<file path="src/rtl/rvfi_pack_pkg.sv">
// Record type and sizing helpers shared by the RVFI pack buffer.
// RVFI_PACK_MEM_EN adds the mem_* fields to every buffered record.
`ifndef RISCV_FORMAL_NRET
`define RISCV_FORMAL_NRET 1
`endif

package rvfi_pack_pkg;
  localparam int XLEN = 32;
  localparam int ILEN = 32;
  localparam int MASK_W = XLEN / 8;
  localparam int NRET_DEFAULT = `RISCV_FORMAL_NRET;

  typedef struct packed {
    logic [ILEN-1:0]   insn;
    logic              trap;
    logic              halt;
    logic              intr;
    logic [1:0]        mode;
    logic [1:0]        ixl;
    logic [4:0]        rs1_addr;
    logic [4:0]        rs2_addr;
    logic [4:0]        rd_addr;
    logic [XLEN-1:0]   rs1_rdata;
    logic [XLEN-1:0]   rs2_rdata;
    logic [XLEN-1:0]   rd_wdata;
    logic [XLEN-1:0]   pc_rdata;
    logic [XLEN-1:0]   pc_wdata;
`ifdef RVFI_PACK_MEM_EN
    logic [XLEN-1:0]   mem_addr;
    logic [MASK_W-1:0] mem_rmask;
    logic [MASK_W-1:0] mem_wmask;
    logic [XLEN-1:0]   mem_rdata;
    logic [XLEN-1:0]   mem_wdata;
`endif
  } rvfi_rec_t;

  localparam int REC_W = $bits(rvfi_rec_t);

  function automatic int ptr_w(input int depth);
    return (depth > 1) ? $clog2(depth) : 1;
  endfunction
endpackage

</file>
<file path="src/rtl/rvfi_pack_fifo.sv">
// Record FIFO: one push per cycle, up to NRET pops, oldest NRET entries visible at the head.
module rvfi_pack_fifo
  import rvfi_pack_pkg::*;
#(
  parameter int DEPTH = 8,
  parameter int NRET  = 1,
  localparam int PW   = ptr_w(DEPTH),
  localparam int CW   = ptr_w(DEPTH + 1)
) (
  input  logic          clock,
  input  logic          resetn,
  input  logic          push,
  input  rvfi_rec_t     wr_rec,
  input  logic [CW-1:0] pop_n,
  output logic [CW-1:0] count,
  output rvfi_rec_t     head [NRET]
);
  rvfi_rec_t     mem [DEPTH];
  logic [PW-1:0] wr_ptr_reg;
  logic [PW-1:0] rd_ptr_reg;
  logic [CW-1:0] count_reg;

  always_ff @(posedge clock) begin
    if (push) mem[wr_ptr_reg] <= wr_rec;
  end

  // DEPTH is a power of two, so pointer arithmetic wraps naturally.
  always_ff @(posedge clock) begin
    if (!resetn) begin
      wr_ptr_reg <= '0;
      rd_ptr_reg <= '0;
      count_reg  <= '0;
    end else begin
      if (push) wr_ptr_reg <= wr_ptr_reg + 1'b1;
      rd_ptr_reg <= rd_ptr_reg + PW'(pop_n);
      count_reg  <= count_reg + CW'(push) - pop_n;
    end
  end

  assign count = count_reg;

  for (genvar gi = 0; gi < NRET; gi++) begin : g_head
    assign head[gi] = mem[rd_ptr_reg + PW'(gi)];
  end
endmodule

</file>
<file path="src/rtl/rvfi_pack_buffer.sv">
// Buffers retirement records, numbers them with a 64-bit order and packs up to NRET per cycle
// onto the registered rvfi_* bus. Optional mem_* fields are controlled by RVFI_PACK_MEM_EN.
module rvfi_pack_buffer
  import rvfi_pack_pkg::*;
#(
  parameter int NRET  = NRET_DEFAULT,
  parameter int DEPTH = 8
) (
  input  logic                     clock,
  input  logic                     resetn,
  input  logic                     in_valid,
  output logic                     in_ready,
  input  logic [ILEN-1:0]          in_insn,
  input  logic                     in_trap,
  input  logic                     in_halt,
  input  logic                     in_intr,
  input  logic [1:0]               in_mode,
  input  logic [1:0]               in_ixl,
  input  logic [4:0]               in_rs1_addr,
  input  logic [4:0]               in_rs2_addr,
  input  logic [4:0]               in_rd_addr,
  input  logic [XLEN-1:0]          in_rs1_rdata,
  input  logic [XLEN-1:0]          in_rs2_rdata,
  input  logic [XLEN-1:0]          in_rd_wdata,
  input  logic [XLEN-1:0]          in_pc_rdata,
  input  logic [XLEN-1:0]          in_pc_wdata,
  input  logic [XLEN-1:0]          in_mem_addr,
  input  logic [MASK_W-1:0]        in_mem_rmask,
  input  logic [MASK_W-1:0]        in_mem_wmask,
  input  logic [XLEN-1:0]          in_mem_rdata,
  input  logic [XLEN-1:0]          in_mem_wdata,
  input  logic                     emit_en,
  output logic [NRET-1:0]          rvfi_valid,
  output logic [NRET*64-1:0]       rvfi_order,
  output logic [NRET*ILEN-1:0]     rvfi_insn,
  output logic [NRET-1:0]          rvfi_trap,
  output logic [NRET-1:0]          rvfi_halt,
  output logic [NRET-1:0]          rvfi_intr,
  output logic [NRET*2-1:0]        rvfi_mode,
  output logic [NRET*2-1:0]        rvfi_ixl,
  output logic [NRET*5-1:0]        rvfi_rs1_addr,
  output logic [NRET*5-1:0]        rvfi_rs2_addr,
  output logic [NRET*XLEN-1:0]     rvfi_rs1_rdata,
  output logic [NRET*XLEN-1:0]     rvfi_rs2_rdata,
  output logic [NRET*5-1:0]        rvfi_rd_addr,
  output logic [NRET*XLEN-1:0]     rvfi_rd_wdata,
  output logic [NRET*XLEN-1:0]     rvfi_pc_rdata,
  output logic [NRET*XLEN-1:0]     rvfi_pc_wdata,
  output logic [NRET*XLEN-1:0]     rvfi_mem_addr,
  output logic [NRET*MASK_W-1:0]   rvfi_mem_rmask,
  output logic [NRET*MASK_W-1:0]   rvfi_mem_wmask,
  output logic [NRET*XLEN-1:0]     rvfi_mem_rdata,
  output logic [NRET*XLEN-1:0]     rvfi_mem_wdata
);
  localparam int CW = ptr_w(DEPTH + 1);

  logic [CW-1:0] count;
  logic [CW-1:0] pop_n;
  logic          push;
  logic          halted_reg;
  logic [63:0]   ord_base_reg;
  rvfi_rec_t     in_rec;
  rvfi_rec_t     head [NRET];

  assign in_ready = resetn && !halted_reg && (count != CW'(DEPTH));
  assign push     = in_valid && in_ready;

  always_comb begin
    in_rec           = '0;
    in_rec.insn      = in_insn;
    in_rec.trap      = in_trap;
    in_rec.halt      = in_halt;
    in_rec.intr      = in_intr;
    in_rec.mode      = in_mode;
    in_rec.ixl       = in_ixl;
    in_rec.rs1_addr  = in_rs1_addr;
    in_rec.rs2_addr  = in_rs2_addr;
    in_rec.rd_addr   = in_rd_addr;
    in_rec.rs1_rdata = in_rs1_rdata;
    in_rec.rs2_rdata = in_rs2_rdata;
    in_rec.rd_wdata  = in_rd_wdata;
    in_rec.pc_rdata  = in_pc_rdata;
    in_rec.pc_wdata  = in_pc_wdata;
`ifdef RVFI_PACK_MEM_EN
    in_rec.mem_addr  = in_mem_addr;
    in_rec.mem_rmask = in_mem_rmask;
    in_rec.mem_wmask = in_mem_wmask;
    in_rec.mem_rdata = in_mem_rdata;
    in_rec.mem_wdata = in_mem_wdata;
`endif
  end

  // Pop count uses the occupancy before this edge's push, so a record never bypasses the FIFO.
  always_comb begin
    pop_n = '0;
    if (emit_en) pop_n = (count < CW'(NRET)) ? count : CW'(NRET);
  end

  rvfi_pack_fifo #(
    .DEPTH (DEPTH),
    .NRET  (NRET)
  ) u_fifo (
    .clock  (clock),
    .resetn (resetn),
    .push   (push),
    .wr_rec (in_rec),
    .pop_n  (pop_n),
    .count  (count),
    .head   (head)
  );

  always_ff @(posedge clock) begin
    if (!resetn) begin
      halted_reg   <= 1'b0;
      ord_base_reg <= '0;
    end else begin
      if (push && in_halt) halted_reg <= 1'b1;
      ord_base_reg <= ord_base_reg + 64'(pop_n);
    end
  end

  for (genvar gi = 0; gi < NRET; gi++) begin : g_chan
    logic        ch_valid_reg;
    logic [63:0] ch_order_reg;
    rvfi_rec_t   ch_rec_reg;

    // Idle channels are cleared to zero rather than holding stale data.
    always_ff @(posedge clock) begin
      if (!resetn || (CW'(gi) >= pop_n)) begin
        ch_valid_reg <= 1'b0;
        ch_order_reg <= '0;
        ch_rec_reg   <= '0;
      end else begin
        ch_valid_reg <= 1'b1;
        ch_order_reg <= ord_base_reg + 64'(gi);
        ch_rec_reg   <= head[gi];
      end
    end

    assign rvfi_valid[gi]                  = ch_valid_reg;
    assign rvfi_order[gi*64 +: 64]         = ch_order_reg;
    assign rvfi_insn[gi*ILEN +: ILEN]      = ch_rec_reg.insn;
    assign rvfi_trap[gi]                   = ch_rec_reg.trap;
    assign rvfi_halt[gi]                   = ch_rec_reg.halt;
    assign rvfi_intr[gi]                   = ch_rec_reg.intr;
    assign rvfi_mode[gi*2 +: 2]            = ch_rec_reg.mode;
    assign rvfi_ixl[gi*2 +: 2]             = ch_rec_reg.ixl;
    assign rvfi_rs1_addr[gi*5 +: 5]        = ch_rec_reg.rs1_addr;
    assign rvfi_rs2_addr[gi*5 +: 5]        = ch_rec_reg.rs2_addr;
    assign rvfi_rd_addr[gi*5 +: 5]         = ch_rec_reg.rd_addr;
    assign rvfi_rs1_rdata[gi*XLEN +: XLEN] = ch_rec_reg.rs1_rdata;
    assign rvfi_rs2_rdata[gi*XLEN +: XLEN] = ch_rec_reg.rs2_rdata;
    assign rvfi_rd_wdata[gi*XLEN +: XLEN]  = ch_rec_reg.rd_wdata;
    assign rvfi_pc_rdata[gi*XLEN +: XLEN]  = ch_rec_reg.pc_rdata;
    assign rvfi_pc_wdata[gi*XLEN +: XLEN]  = ch_rec_reg.pc_wdata;
`ifdef RVFI_PACK_MEM_EN
    assign rvfi_mem_addr[gi*XLEN +: XLEN]     = ch_rec_reg.mem_addr;
    assign rvfi_mem_rmask[gi*MASK_W +: MASK_W] = ch_rec_reg.mem_rmask;
    assign rvfi_mem_wmask[gi*MASK_W +: MASK_W] = ch_rec_reg.mem_wmask;
    assign rvfi_mem_rdata[gi*XLEN +: XLEN]    = ch_rec_reg.mem_rdata;
    assign rvfi_mem_wdata[gi*XLEN +: XLEN]    = ch_rec_reg.mem_wdata;
`endif
  end

`ifdef RVFI_PACK_MEM_EN
`else
  logic unused_mem;
  assign unused_mem     = ^{in_mem_addr, in_mem_rmask, in_mem_wmask, in_mem_rdata, in_mem_wdata};
  assign rvfi_mem_addr  = '0;
  assign rvfi_mem_rmask = '0;
  assign rvfi_mem_wmask = '0;
  assign rvfi_mem_rdata = '0;
  assign rvfi_mem_wdata = '0;
`endif
endmodule

</file>
<file path="config.mk">
export PLATFORM = sky130hd
export DESIGN_NAME = rvfi_pack_buffer
export DESIGN_NICKNAME = d
export VERILOG_FILES = /design/src/rtl/rvfi_pack_pkg.sv /design/src/rtl/rvfi_pack_fifo.sv /design/src/rtl/rvfi_pack_buffer.sv
export SDC_FILE = /design/constraint.sdc
export NUM_CORES = 2
export LEC_CHECK = 0
export CELL_PAD_IN_SITES_DETAIL_PLACEMENT = 1
export CELL_PAD_IN_SITES_GLOBAL_PLACEMENT = 2
export CORE_ASPECT_RATIO = 0.6
export CORE_MARGIN = 5
export CORE_UTILIZATION = 40
export CTS_CLUSTER_DIAMETER = 200
export DETAILED_ROUTE_END_ITERATION = 12
export PLACE_DENSITY = 0.85
export SLEW_MARGIN = 40
export SYNTH_ARGS = -nofsm -noshare
export SYNTH_HDL_FRONTEND = slang
export SYNTH_SLANG_ARGS = --single-unit
</file>
<file path="constraint.sdc">
create_clock -name clock -period 26.2 [get_ports clock]
set_input_delay 3.93 -clock clock [delete_from_list [all_inputs] [get_ports clock]]
set_output_delay 3.93 -clock clock [all_outputs]
set_load 0.03 [all_outputs]
</file>
# Word level (Yosys, flattened, before mapping)
# Memories as Yosys holds them, arrays and structs flattened. A register that Yosys moved wholly into a read port is not among the register bits.
# Index checks and enable logic that the tools add are counted.
[word_totals]
reg_bits = 140
mem_bits_rw = 1712
input_bits = 322
mem_count = 1
[op_classes]
add_sub_neg = 5
magnitude_cmp = 2
eq_ne = 1
mux = 5
n_reduce_logical = 7
[memory_table]
columns = ["memory", "depth", "word_bits", "rd", "rd_clocked_by_memory_dff", "write_ports", "line_no", "text"]
rows = [
  ["u_fifo.mem", 8, 214, 1, 1, 1, "rvfi_pack_fifo.sv:18", "rvfi_rec_t mem [DEPTH];"],
]
[op_table]
columns = ["op", "count"]
rows = [
  ["$add 64x4->64", 1],
  ["$mux 4", 2],
  ["$add 4x1->4", 1],
  ["$ge 1x4->1 const A", 1],
  ["$logic_and 1x1->1", 4],
  ["$lt 4x1->1 const B", 1],
  ["$ne 4x4->1 const B", 1],
  ["$sub 4x4->4", 1],
  ["$add 3x1->3 const B", 1],
  ["$add 3x3->3", 1],
  ["$mux 1", 3],
  ["$logic_not 1->1", 2],
  ["$logic_or 1x1->1", 1],
]

# Logic depth before layout (Yosys ltp)
[logic_depth]
ltp_word = 6
ltp_mapped = 13

# Cells and area by module
# Synthesis repeated with hierarchy kept, for this count alone.
[unflattened]
cells_unflattened = 3640
area_unflattened_um2 = 78113.7
[by_module_without_submodules]
columns = ["mod", "instances", "cells_per_inst", "area_per_inst_um2", "seq_area_each_um2"]
rows = [
  ["rvfi_pack_fifo", 1, 2537, 66571.3, 51609.5],
  ["rvfi_pack_buffer", 1, 1103, 11542.3, 6886.6],
]

# Worst setup path before layout
# OpenSTA, ideal clock, no wires.
[synth_path]
path_type = "input port to flip-flop"
start = "input resetn"
end = "memory u_fifo.mem[0][0] (netlist name) (enable)"
setup_ns = 1.314
arrival_time_ns = 24.925
required_time_ns = 24.886
setup_slack_ns = -0.039
cell_stages = 4
path_cell_list = "nand2b_1 -> a21oi_1 -> nand2_1 -> nor4_1"
[synth_between]
elab_chain_cells = 5
[synth_rtl]
columns = ["item", "line_no", "text"]
rows = [
  ["start, declared", "rvfi_pack_buffer.sv:10", "input logic resetn,"],
  ["$logic_and 1x1->1 (2 in a row)", "rvfi_pack_buffer.sv:65", "assign in_ready = resetn && !halted_reg && (count != CW'(DEPTH));"],
  ["named net in_ready", "rvfi_pack_buffer.sv:12", "output logic in_ready,"],
  ["$logic_and 1x1->1", "rvfi_pack_buffer.sv:66", "assign push = in_valid && in_ready;"],
  ["$mux 1", "rvfi_pack_fifo.sv:24", "if (push) mem[wr_ptr_reg] <= wr_rec;"],
  ["$mux 1 (implied by the code)", "rvfi_pack_fifo.sv:24", ""],
  ["end, declared", "rvfi_pack_fifo.sv:18", ""],
]
# The timed path passes the listed nets, and every way through them passes these cells.

# Worst setup path after layout
[layout_path]
start = "input resetn"
end = "output in_ready"
[layout_between]
elab_chain_cells = 2
[layout_rtl]
columns = ["item", "line_no"]
rows = [
  ["$logic_and 1x1->1 (2 in a row)", "rvfi_pack_buffer.sv:65"],
  ["end, declared", "rvfi_pack_buffer.sv:12"],
]
# No other way between the ends.

==> run metrics <==
Inst Count DP 6519; Vias ~36000; Area Overhead vs Synth 19.0%; Arr. time, crit path between 5000 and 6000 ps; Root Buffer Master clkbuf_16; Setup TNS 0 ps; Non-Filler Instances 6890; Post-CTS Setup Inserts 0; Int Pwr just over 6 mW; core footprint approximately 0.19 mm2; Async SR Flop Fraction 0; Syn Inst Count 3617; count leader, synth edfxtp_1; Max Clock Skew 54.6 ps; max reg flops 1712; PD cells 94.5 mW/mm2; synthesized cell area 0.0751 mm2; GR Util met2 0.294; Max Fclk 0.102 GHz; Yosys top cell area share 0.684; Hold Crit Depth 2; Clock Latency Late Sink 840 ps; Routed WL 176000 um; RSZ-0062 raised after global routing no; dpl hpwl 103000 um; top cells by count, synth edfxtp_1, mux4_2, dfxtp_1, nor2_1, mux2i_1; R2R cell count 10; Setup WS pre-CTS roughly 16000 ps; fin crit period 9840 ps; gr ovfl total 0; die width about 570 um; Hold Vio Cnt, Final 0; post-cts sizing count 0; Placed Instance Area 0.0830 mm2; Net Switching 2.27 mW; antenna violations before repair 30; sequential area share after synthesis 0.779; Vias/cell 5.22; logic gate share of total power 0.217; maximum clock path buffer count 4; YS warnings 0; worst reg-to-reg setup slack ~21000 ps; Setup Viol. Count Final 0; IO Port Bufs around 500; met1 usage 0.241; outcome finished clean; CP Capture Type output pin; Crit Path Category input port to output pin; number of global-route vias before repair 39000; WL/cell 25.6 um; post-synth top area cell edfxtp_1; Static Leak around 28 nW; number of synthesized register bits 2066; Req. time, crit path 22270 ps; Setup WS post-layout 16360 ps; remaining antenna violation count 0; RR Startpoint u_fifo.count[2]$_SDFF_PN0_; maximum fanout along the worst path 12; layout cells sized above 1 0.184; RD Place Congestion just over 0.7; Fin Hold WS 497 ps; die height 346 um; met3 usage 0.0382; nets 4553; initial core utilization 0.401; CTS Hold Buffers Added 0; pin count of the biggest net entering global routing 94; busiest grt layer met2; GRT Total Usage 0.177; Max Cap Violations 0; Clock transition at path regs 60 ps; Slew Limit Fails 0; first-pass GRT wire length 264000 um; VDD IR max around 0.000064 V; DRC viols 0; dominant cells by area after synthesis edfxtp_1, mux4_2, dfxtp_1; fin crit share 0.376; min-delay src ord_base_reg[44]$_SDFF_PN0_; Rel. slew slack 0.311; sequential share of power 0.452; Avg Cell Area, Syn 20.8 um2; num ports 706; 1st-pass router iterations 5; Hold Crit Endpoint rvfi_order[44]$_SDFF_PN0_; CTS tree yes; DRT iter0 DRCs around 2900; Startpoint Class input port; Most used DFF post-synth edfxtp_1; switch share 0.269; Die Area 0.197 mm2; std cell rows 123; number of buffers created by CTS 193; Cell variety after synth 46; Worst R2R End u_fifo.mem[5][91]$_DFFE_PP_; H-tree Lvls 4; clock sink total 2066; final instance area 0.0894 mm2; Post-synth EDFFs 1712; Least-Margin Pin Slew 1030 ps; Clock power frac 0.330; worst hold path type flop to flop
==> worst max-delay path: stages <==
cell	delay, ps
clkdlybuf4s50_1	920
nand2b_1	110
a21oi_1	210
clkdlybuf4s50_1	730
==> routing by layer <==
layer | part of all wire | vias up
li1 | - | 15500
met1 | 0.43 | 19200
met2 | 0.50 | 980
met3 | 0.057 | 256
met4 | 0.019 | 24
met5 | 0.00099 | -
==> metrics by stage <==
step | utilization | power (mW)
2_1_floorplan | - | 5.15
3_3_place_gp | 0.442 | 5.68
3_5_place_dp | 0.444 | 5.75
4_1_cts | 0.477 | 8.56
5_1_grt | 0.478 | 8.82
6_report | 0.478 | 8.45
==> how the worst max path moves through the flow <==
stage	endpoint	from
2_1_floorplan	u_fifo.mem[1][0]$_DFFE_PP_	resetn
3_3_place_gp	in_ready	resetn
3_5_place_dp	in_ready	resetn
4_1_cts	in_ready	resetn
5_1_grt	in_ready	resetn
6_report	in_ready	resetn
==> final cells by class <==
class | count | area [um2]
diodes | 17 | 42.5
fillers | 17200 | 97700
flip-flops and latches | 2066 | 58500
repair buffers | 570 | 5770
clock buffers | 262 | 5350
inverters | 19 | 71.3
well taps | 2500 | 3130
clock inverters | 91 | 961
multi-input cells | 1365 | 15600
==> cell usage in the layout, fill, tap and decap left out, types with 13 or more instances in the layout <==
| cell type | Yosys | final |
|---|---|---|
| bufinv_16 | 0 | 16 |
| clkbuf_8 | 0 | 22 |
| and2_1 | 68 | 68 |
| ha_1 | 13 | 13 |
| a21oi_1 | 38 | 38 |
| clkbuf_1 | 90 | 44 |
| clkdlybuf4s50_1 | 0 | 497 |
| clkinv_2 | 0 | 33 |
| nor2_1 | 264 | 261 |
| dfxtp_1 | 354 | 351 |
| clkinv_1 | 0 | 23 |
| diode_2 | 0 | 17 |
| buf_4 | 104 | 37 |
| xor2_1 | 22 | 22 |
| edfxtp_1 | 1712 | 1712 |
| mux4_2 | 428 | 428 |
| inv_1 | 19 | 18 |
| nand2_1 | 33 | 33 |
| or3_1 | 23 | 23 |
| conb_1 | 1 | 104 |
| nand4_1 | 27 | 27 |
| nand3_1 | 19 | 19 |
| buf_6 | 0 | 25 |
| o21ai_0 | 23 | 23 |
| mux2i_1 | 215 | 215 |
| clkbuf_16 | 0 | 195 |
==> power groups by stage <==
| stage | Combinational, mW | Clock (mW) | Sequential [mW] |
|---|---|---|---|
| 2_1_floorplan | 1.10 | 0 | 4.05 |
| 3_3_place_gp | 1.78 | 0 | 3.91 |
| 3_5_place_dp | 1.85 | 0 | 3.89 |
| 4_1_cts | 1.87 | 2.87 | 3.83 |
| 5_1_grt | 1.96 | 3.03 | 3.83 |
| 6_report | 1.83 | 2.79 | 3.82 |
==> cell families after synthesis <==
group / Yosys count / synth area share
buffers and inverters: 289 / 0.0203
AND/OR/NAND/NOR: 488 / 0.0311
flip-flops: 2066 / 0.779
XOR/XNOR: 32 / 0.00373
multiplexers: 643 / 0.157
other: 1 / 0.0000499
adder cells (fa/ha/maj): 16 / 0.00297
AO/OA/AOI/OAI: 82 / 0.00611
Power figures use the tool's default switching activity.
==> patch (config.mk and constraints unchanged) <==
Register the input `in_mode` before use. The logic sees it one clock later. The other inputs are not delayed to match.
--- a/src/rtl/rvfi_pack_buffer.sv
+++ b/src/rtl/rvfi_pack_buffer.sv
@@ -54,6 +54,12 @@
 );
   localparam int CW = ptr_w(DEPTH + 1);
 
+  logic [1:0] in_mode_q;
+
+  always_ff @(posedge clock) begin
+    in_mode_q <= in_mode;
+  end
+
   logic [CW-1:0] count;
   logic [CW-1:0] pop_n;
   logic          push;
@@ -71,7 +77,7 @@
     in_rec.trap      = in_trap;
     in_rec.halt      = in_halt;
     in_rec.intr      = in_intr;
-    in_rec.mode      = in_mode;
+    in_rec.mode      = in_mode_q;
     in_rec.ixl       = in_ixl;
     in_rec.rs1_addr  = in_rs1_addr;
     in_rec.rs2_addr  = in_rs2_addr;
Check against the original RTL: not settled (the Yosys comparison gave no result); the edit may change what the design does.
==> patch against the original RTL <==
- synthesized cell count is 0.39% higher
- design area is 0.34% higher
- non-clock buffer count is 6 higher
- worst setup slack better by 0.37 ns
- wire length is 1.6% higher
- die area is 0.35% higher
- total power is 2.8% lower
- largest power group unchanged
- core utilization is 0.084 points higher
- synthesized area is 0.36% higher
- critical path depth stayed put
- highest routed layer unchanged
- sequential cell count is 2 higher
- register-to-register slack worse by 0.24 ns
- final cell count is 0.29% higher
==> patch: results (changes against the original RTL) <==
status=completed (unchanged); first-pass GRT wire length=266000 µm (was 264000 µm); DP HPWL=105000 µm (was 103000 µm); multi-input gates=1369 (was 1365); pre-CTS WS=16.70 ns (was 16.33 ns); Seq cells=2068 (was 2066); Synth Instances=3631 (was 3617); crit path DAT=5.54 ns (was 5.91 ns); Non-clk invs=20 (was 19); worst reg2reg startpoint=u_fifo.rd_ptr_reg[0]$_SDFF_PN0_ (was u_fifo.count[2]$_SDFF_PN0_); Synth Area in Adders=0.246% (was 0.297%); Leak Pwr=0.0284 µW (was 0.0280 µW); worst hold slack=0.495 ns (was 0.497 ns); post-synthesis mux area share=15.6% (was 15.7%); diode count=24 (was 17); RePlAce Congestion=0.752 (was 0.727); clock buf count=278 (was 262); final cell count without fillers=6910 (was 6890); Max Clock Skew=0.0569 ns (was 0.0546 ns); non-clk buf share=6.53% (was 6.46%); largest net degree at the start of global routing=105 (was 94); Synth area leaders=edfxtp_1 (68%), mux4_2 (13%), dfxtp_1 (9.5%) (was edfxtp_1 (68%), mux4_2 (13%), dfxtp_1 (9.4%)); compound-cell area share of the yosys netlist=0.745% (was 0.611%); antenna violations before repair=39 (was 30); Final Net Count=4563 (was 4553); share of cells above drive strength 1=18.8% (was 18.4%); cells on worst reg2reg path=9 (was 10); FF+latch area=58500 µm² (about the same); WL per Instance=25.9 µm (was 25.6 µm)
patch: cell count changes in the layout (fill, tap and decap cells not counted), sizes merged, moves of 13 or more:
cell    delta
and2      -63
and3      +50
clkbuf    +16
clkinv    -15
o31ai     +13
or4       +14
patch: worst max path at each step:
stage / to / slack [ns]
after floorplan: u_fifo.mem[4][0]$_DFFE_PP_ / 5.67
after global routing: in_ready / 16.64
final: in_ready / 16.73
after global placement: in_ready / 16.70
after detailed placement: u_fifo.mem[7][109]$_DFFE_PP_ / 16.70
after CTS: in_ready / 16.70
patch: power by group through the flow:
stage	Clock (µW)	Sequential, µW	Combinational [µW]
after floorplan	0	3970	1040
after detailed placement	0	3870	1620
after CTS	2880	3800	1630
after global placement	0	3860	1580
final	2810	3780	1620
after global routing	3040	3800	1740
patch: per-layer routing:
metal	routed length [µm]	track usage, %
met1	77200	25.0
met2	86900	28.3
met3	11000	4.03
met4	3960	4.57
met5	146	0
